==> src/rtl/bd_funnel_decoder.sv <==
// bd_funnel_decoder: decodes route-coded BD words and rebuilds serialized dumps
module bd_funnel_decoder #(
  parameter int NBDin    = 24,
  parameter int Npayload = 24,
  parameter int Ncode    = 6
) (
  input  logic                clk,
  input  logic                reset,
  input  logic                BD_data_in_v,
  input  logic [NBDin-1:0]    BD_data_in_d,
  output logic                BD_data_in_a,
  output logic                words_out_v,
  output logic [Ncode-1:0]    words_out_leaf_code,
  output logic [Npayload-1:0] words_out_payload,
  input  logic                words_out_a,
  output logic [2:0]          partial_dump
);
  typedef enum logic {PASS, HI} state_t;
  state_t state, state_d;
  logic [3:0] leaf;
  logic [2:0] len;
  logic [NBDin-1:0] pay;
  logic ser, last, out_free;
  logic [1:0] idx;
  logic [2:0][1:0] cnt, cnt_d;
  logic [43:0] am_q;
  logic [27:0] pat_q;
  logic [31:0] tat_q;
  logic [Npayload-1:0] lo, hi;
  always_comb begin
    leaf = !BD_data_in_d[0] ? 4'd0 : !BD_data_in_d[1] ? 4'd1 : !BD_data_in_d[2] ? 4'd2 :
           !BD_data_in_d[3] ? (BD_data_in_d[4] ? 4'd4 : 4'd3) :
           BD_data_in_d[4] ? (BD_data_in_d[5] ? 4'd8 : 4'd7) : (BD_data_in_d[5] ? 4'd6 : 4'd5);
    len = leaf == 4'd0 ? 3'd1 : leaf == 4'd1 ? 3'd2 : leaf == 4'd2 ? 3'd3 : leaf < 4'd5 ? 3'd5 : 3'd6;
    pay = BD_data_in_d >> len;
    ser = leaf >= 4'd5 && leaf <= 4'd7;
    idx = ser ? 2'(leaf - 4'd5) : 2'd0;
    last = ser && cnt[idx] == 2'd3;
    out_free = !words_out_v || words_out_a;
    // chunks 0-2 never touch the output reg, so they bypass output backpressure
    BD_data_in_a = reset && BD_data_in_v && state == PASS && ((ser && !last) || out_free);
    state_d = state;
    if (state == PASS && BD_data_in_a && last) state_d = HI;
    if (state == HI && words_out_a) state_d = PASS;
    cnt_d = cnt;
    if (BD_data_in_a && ser) cnt_d[idx] = cnt[idx] + 2'd1;
    lo = leaf == 4'd5 ? Npayload'(am_q[21:0]) : leaf == 4'd6 ? Npayload'(pat_q[13:0]) : Npayload'(tat_q[15:0]);
    hi = words_out_leaf_code == Ncode'(5) ? Npayload'(am_q[43:22]) :
         words_out_leaf_code == Ncode'(6) ? Npayload'(pat_q[27:14]) : Npayload'(tat_q[31:16]);
  end
  always_ff @(posedge clk) begin
    if (!reset) begin
      state <= PASS;
      cnt <= '0;
      partial_dump <= '0;
      am_q <= '0;
      pat_q <= '0;
      tat_q <= '0;
      words_out_v <= 1'b0;
      words_out_leaf_code <= '0;
      words_out_payload <= '0;
    end else begin
      state <= state_d;
      cnt <= cnt_d;
      partial_dump <= {cnt_d[2] != 2'd0, cnt_d[1] != 2'd0, cnt_d[0] != 2'd0};
      if (BD_data_in_a && leaf == 4'd5) am_q[cnt[0]*11 +: 11] <= pay[10:0];
      if (BD_data_in_a && leaf == 4'd6) pat_q[cnt[1]*7 +: 7] <= pay[6:0];
      if (BD_data_in_a && leaf == 4'd7) tat_q[cnt[2]*8 +: 8] <= pay[7:0];
      if (words_out_v && words_out_a) words_out_v <= 1'b0;
      // HI comes from the buffer: input is blocked in HI, so it cannot change
      if (state == HI && words_out_a) begin
        words_out_v <= 1'b1;
        words_out_payload <= hi;
      end else if (BD_data_in_a && (!ser || last)) begin
        words_out_v <= 1'b1;
        words_out_leaf_code <= Ncode'(leaf);
        words_out_payload <= ser ? lo : Npayload'(pay);
      end
    end
  end
endmodule

==> config.mk <==
export PLATFORM = sky130hd
export DESIGN_NAME = bd_funnel_decoder
export DESIGN_NICKNAME = d
export VERILOG_FILES = /design/src/rtl/bd_funnel_decoder.sv
export SDC_FILE = /design/constraint.sdc
export NUM_CORES = 1
export LEC_CHECK = 0
export CAP_MARGIN = 25
export CORE_MARGIN = 5
export CORE_UTILIZATION = 53
export DETAILED_ROUTE_END_ITERATION = 10
export GPL_ROUTABILITY_DRIVEN = 1
export PLACE_DENSITY_LB_ADDON = 0.12
export SLEW_MARGIN = 20
export SYNTH_ARGS = -nofsm -noshare
export SYNTH_HDL_FRONTEND = slang
export SYNTH_SLANG_ARGS = --single-unit
==> constraint.sdc <==
create_clock -name clk -period 6.7 [get_ports clk]
set_clock_uncertainty 0.05 [all_clocks]
set_input_delay 2.01 -clock clk [delete_from_list [all_inputs] [get_ports clk]]
set_output_delay 2.01 -clock clk [all_outputs]
set_load 0.01 [all_outputs]
==> flow_metrics.tcl, run 1 <==
set metrics [dict create \
    status "finished clean" \
    io_pins 63 \
    ctsHoldBuffers 0 \
    period_share_pct 96.5 \
    fillers 1135 \
    cp.arrival_ns 4.40 \
    yosys.cell_count.top_type "dfxtp_1" \
    hold_viol 0 \
    clock_sinks 143 \
    firstDrtPassIters 5 \
    synth.distinct_cells 82 \
    cts_buffer_depth 2 \
    p_leak_nw 3.40 \
    post-place-ws_ns -0.503 \
    diodes 0 \
    initial_utilization_pct 54.0 \
    dieArea_um2 16600 \
    hold_path_class "reg -> reg" \
    grt_setup_unrepaired "false" \
    synth.avg_cell_area_um2 8.44 \
    grt_use_met1_pct 42.1 \
    design_area_um2 9160 \
    ys_warn_count 0 \
    grt_pass1_wl_um 39600 \
    antenna_found_initial 0 \
    cts-buffers-inserted 17 \
    hold-worst-slack_ns 0.405 \
    grt_start_max_net_pins 30 \
    gr-usage-met3_pct 7.14 \
    yosys.area.top_type "dfxtp_1" \
    met2_usage_pct 47.2 \
    synth_cells 884 \
    grt_overflow 0 \
    die_height_um 129 \
    drtAntennaViolNets 0 \
    synth_edf_count 0 \
    fin_nets 1020 \
    ys_ff_latch 143 \
    vdd_drop_max_mv 0.201 \
    wl_um 25800 \
    grt_pass1_vias 7246 \
    fp-row-count 43 \
    cap_violations 0 \
    slew_viol_final 0 \
    fmax_mhz 155 \
    synth_common_cells "143 x dfxtp_1, 135 x nand2_1, 115 x o21ai_0" \
    core_um2 13800 \
    cts_root_buf "clkbuf_16" \
    setup_viol 0 \
    h-tree-depth 4 \
    grt_usage_pct 30.7 \
    drtIter0Drc 930 \
    synth_area_leaders "dfxtp_1 38%, o21ai_0 7.7%, nand2_1 6.8%" \
    setup.worst_path.class "in -> out" \
    fp.dieW_um 129 \
    drive_above_1_share_pct 14.7 \
    startpoint_type "primary input" \
    syn2layout_area_growth_pct 22.7 \
    setup_ws_ns 0.237 \
    worst-path-max-fanout 5 \
    vias_per_cell 6.55 \
    wire_per_inst_um 22.2 \
    tritoncts "built" \
    required_ns 4.64 \
    top_usage_layer "met2" \
    place.gp.congestion 0.919 \
    netlist_area_um2 7460 \
    slew_headroom_pct 31.6 \
    rrSetupSlack_ns 3.48 \
    synth.top_cell.area_share_pct 38.4 \
    synth_seq_area_share_pct 38.4 \
    clk_pin_slew_ns 0.06 \
    io_buffer_count 60 \
    async_reset_ff_share_pct 0 \
    dpl_cell_area_um2 8500 \
    num_vias 7614 \
    powerDensity_nw_per_um2 236 \
    final_core_util_pct 66.3 \
    total_power_w 0.00216 \
    synth_flop_cell "dfxtp_1" \
    drc 0 \
    endpoint_kind "output pin" \
    insertion_delay_ns 0.43 \
    tightestPinTransition_ns 1.02 \
    period_needed_ns 6.46 \
    post-dp-hpwl_um 18700 \
]
==> state kept, by name, summed over array words and instances, names as in the netlist <==
register	flops
cnt	6
am_q	44
words_out_payload	24
words_out_leaf_code	4
tat_q	32
state	1
pat_q	28
words_out_v	1
partial_dump	3
==> placed cells by master, fill, tap and decap left out, drive strengths merged, types with 18 or more instances in the layout <==
master / count
clkdlybuf4s50: 56
ha: 23
buf: 68
inv: 26
mux2i: 33
a21oi: 23
o21ai: 117
nand2: 136
nor2: 53
clkbuf: 18
a31oi: 38
dfxtp: 143
==> where the power goes <==
group          internal [W]  leakage [nW]  switching, W
sequential         0.000867          1.16     0.0000120
combinational      0.000147          1.97      0.000231
clock              0.000516         0.272      0.000389
total               0.00153          3.40      0.000632
==> worst paths after layout <==
check | endpoint | cells after the start | start
max | BD_data_in_a | 15 | BD_data_in_d[1]
min | tat_q[25]$_SDFFE_PN0P_ | 2 | tat_q[25]$_SDFFE_PN0P_
max reg2reg | tat_q[30]$_SDFFE_PN0P_ | 10 | cnt[3]$_SDFF_PN0_
min reg2reg | tat_q[25]$_SDFFE_PN0P_ | 2 | tat_q[25]$_SDFFE_PN0P_
==> routing by layer <==
layer  share of wire [%]  up-vias
met5                   0        -
met4                 3.1        0
met3                 9.1       65
met2                  45      442
met1                  43     3636
li1                    -     3471
==> repair_timing <==
item	in CTS	in global routing
buffers inserted	3	1
gates resized for setup	10	12
setup endpoints to repair	1	1
pin swaps	3	7
==> area by class of cell <==
type | count | area (um^2) | share of cell area, %
clock buffer | 18 | 429 | 4.68
tap | 180 | 225 | 2.46
timing repair buffer | 127 | 1100 | 12.0
multi-input combinational | 657 | 4320 | 47.2
sequential | 143 | 2860 | 31.2
inverter | 23 | 86.3 | 0.942
clock inverter | 14 | 134 | 1.46
==> through the flow <==
stage                     TNS (ns)  instances
after floorplan                  0        885
after global placement      -0.389       1123
after detailed placement    -0.503       1125
after CTS                        0       1160
after global routing             0       1162
final                            0       1162
==> logic make-up (layout without fill, tap and decap cells) <==
group / after synthesis / count (layout) / share of synthesized area, %
other: 1 / 2 / 0.0502
AND/OR/NAND/NOR: 273 / 273 / 17.5
AO/OA/AOI/OAI: 321 / 321 / 29.7
buffers and inverters: 85 / 182 / 5.31
adder cells (fa/ha/maj): 23 / 23 / 3.86
multiplexers: 38 / 38 / 5.18
flip-flops: 143 / 143 / 38.4
==> critical path, stage by stage <==
cell and delay [ns]:
clkdlybuf4s50_1 0.47, buf_4 0.13, nand2_1 0.06, a21oi_2 0.14, inv_2 0.08, ha_2 0.20, buf_4 0.13, nand2_1 0.09
nand2_2 0.10, a221o_1 0.37, ha_4 0.18, nor2_2 0.13, a21oi_1 0.08, nor2_1 0.09, buf_2 0.14
No activity file was read; power rests on OpenSTA's default activity.
==> inputs of run 2 (changes only) <==
- CAP_MARGIN: 25 -> default
- SLEW_MARGIN: 20 -> default
==> run 2 against run 1 <==
Worst hold slack worse by 0.0042 ns. Sequential share of layout area is 0.16 points lower. Total power is 4.5% higher. Core utilization is 0.33 points higher. Sequential cell count stayed put. Worst setup slack worse by 0.029 ns. Clock-buffer cell count is 1 higher. Combinational power hardly changed. Non-clock buffer count is 2 lower. Register-to-register slack worse by 0.24 ns.
==> flow_metrics.tcl, run 2 (synthesis gave the netlist of run 1 again) <==
set metrics [dict create \
    status "finished clean" \
    rr_worst_depth 10 \
    top_register "am_q" \
    period_share_pct 96.9 \
    largest_register_ffs 44 \
    fp-row-count 43 \
    endpoint_kind "output pin" \
    initial_utilization_pct 54.0 \
    layout_commonest_cell "dfxtp_1" \
    hold_viol 0 \
    grt_pass1_wl_um 39500 \
    setup.worst_path.class "in -> out" \
    drc 0 \
    fmax_mhz 154 \
    firstDrtPassIters 6 \
    slew_viol_final 0 \
    mostFrequentLayoutCells "143 x dfxtp_1, 134 x nand2_1, 115 x o21ai_0" \
    multiInputGateArea_um2 4310 \
    final_cell_count_no_fill 1160 \
    cts_root_buf "clkbuf_16" \
    cap_violations 0 \
    r2r-start "cnt[0]$_SDFF_PN0_" \
    total_power_w 0.00226 \
    grt_pass1_vias 7158 \
    drtAntennaViolNets 0 \
    grt_usage_pct 30.6 \
    h-tree-depth 4 \
    post-dp-hpwl_um 18500 \
    setup_viol 0 \
    io_pins 63 \
    die_height_um 129 \
    syn2layout_area_growth_pct 23.4 \
    hold-worst-slack_ns 0.400 \
    grt_setup_unrepaired "false" \
    rrSetupSlack_ns 3.24 \
    powerDensity_nw_per_um2 245 \
    drtIter0Drc 933 \
    crit_path_end "BD_data_in_a" \
    cts_buffer_depth 2 \
    num_vias 7632 \
    slew_headroom_pct 13.9 \
    core_um2 13800 \
    place.gp.congestion 0.919 \
    fin_nets 1018 \
    cp.arrival_ns 4.43 \
    tightestPinTransition_ns 1.29 \
    startpoint "BD_data_in_d[1]" \
    drive_above_1_share_pct 14.6 \
    wire_per_inst_um 22.4 \
    cts-buffers-inserted 17 \
    dieArea_um2 16600 \
    insertion_delay_ns 0.42 \
    grt_start_max_net_pins 30 \
    period_needed_ns 6.49 \
    antenna_found_initial 1 \
    p_leak_nw 3.43 \
    place_inst 1123 \
    tritoncts "built" \
    largestRegisters "am_q x44, tat_q x32, pat_q x28" \
    vias_per_cell 6.58 \
    fp.dieW_um 129 \
    diodes 0 \
    clk_pin_slew_ns 0.06 \
    wl_um 26000 \
    rr_endpoint "am_q[27]$_SDFFE_PN0P_" \
    ff_latch_area_um2 2860 \
    io_buffer_count 60 \
    clock_sinks 143 \
    hold_path_class "reg -> reg" \
    grt_overflow 0 \
    required_ns 4.64 \
    worst-path-max-fanout 5 \
    startpoint_type "primary input" \
    vdd_drop_max_mv 0.247 \
    fillers 1134 \
]
==> run 2: stage by stage <==
| stage | util (%) | setup WS [ns] | cell area (um^2) | setup TNS, ns |
|---|---|---|---|---|
| 6_report | 66.6 | 0.209 | 9210 | 0 |
| 5_1_grt | 66.6 | 0.0837 | 9210 | 0 |
| 3_5_place_dp | 61.4 | -0.499 | 8480 | -0.499 |
| 2_1_floorplan | - | 0.00129 | 7500 | 0 |
| 4_1_cts | 66.2 | 0.0321 | 9150 | 0 |
| 3_3_place_gp | 61.4 | -0.389 | 8480 | -0.389 |
==> run 2: what timing repair did <==
item	4_1_cts	5_1_grt
gates resized for setup	10	12
pin swaps	3	6
setup buffers	3	2
gates cloned	0	0
setup endpoints to repair	1	1
hold buffers	0	0
==> run 2: worst max-delay path: stages <==
cell,delay [ns]
clkdlybuf4s50_1,0.47
buf_4,0.13
nand2_1,0.06
a21oi_2,0.14
inv_2,0.08
ha_2,0.20
buf_4,0.13
nand2_1,0.08
nand2_2,0.10
buf_4,0.15
buf_4,0.12
o22ai_2,0.13
ha_2,0.23
nor2_2,0.05
a21oi_1,0.13
nor2_1,0.06
buf_2,0.14
==> run 2: cell type report <==
class                           count  area share (%)
Inverter                           23           0.938
Clock inverter                     13            1.93
Sequential cell                   143            31.1
Tap cell                          180            2.45
Multi-Input combinational cell    657            46.8
Clock buffer                       19            4.92
Timing Repair Buffer              125            11.9
==> run 2: worst min path at each step <==
stage | cells past startpoint | to | startpoint
6_report | 2 | am_q[40]$_SDFFE_PN0P_ | am_q[40]$_SDFFE_PN0P_
5_1_grt | 2 | tat_q[13]$_SDFFE_PN0P_ | tat_q[13]$_SDFFE_PN0P_
4_1_cts | 2 | am_q[40]$_SDFFE_PN0P_ | am_q[40]$_SDFFE_PN0P_
3_5_place_dp | 2 | tat_q[25]$_SDFFE_PN0P_ | tat_q[25]$_SDFFE_PN0P_
3_3_place_gp | 2 | tat_q[21]$_SDFFE_PN0P_ | tat_q[21]$_SDFFE_PN0P_
2_1_floorplan | 2 | am_q[14]$_SDFFE_PN0P_ | am_q[14]$_SDFFE_PN0P_
==> run 2: power by group <==
group          leakage, nW  internal, W  total, W  switching (W)
Combinational         1.97     0.000145  0.000377       0.000231
Clock                0.303     0.000614   0.00100       0.000390
Sequential            1.16     0.000867  0.000879      0.0000120
==> run 2: routing by layer <==
layer	track usage, %	vias up	wire length (um)
li1	-	3472	-
met1	42.6	3691	11100
met2	48.4	411	11900
met3	5.65	58	2360
met4	9.20	0	626
met5	0	-	0
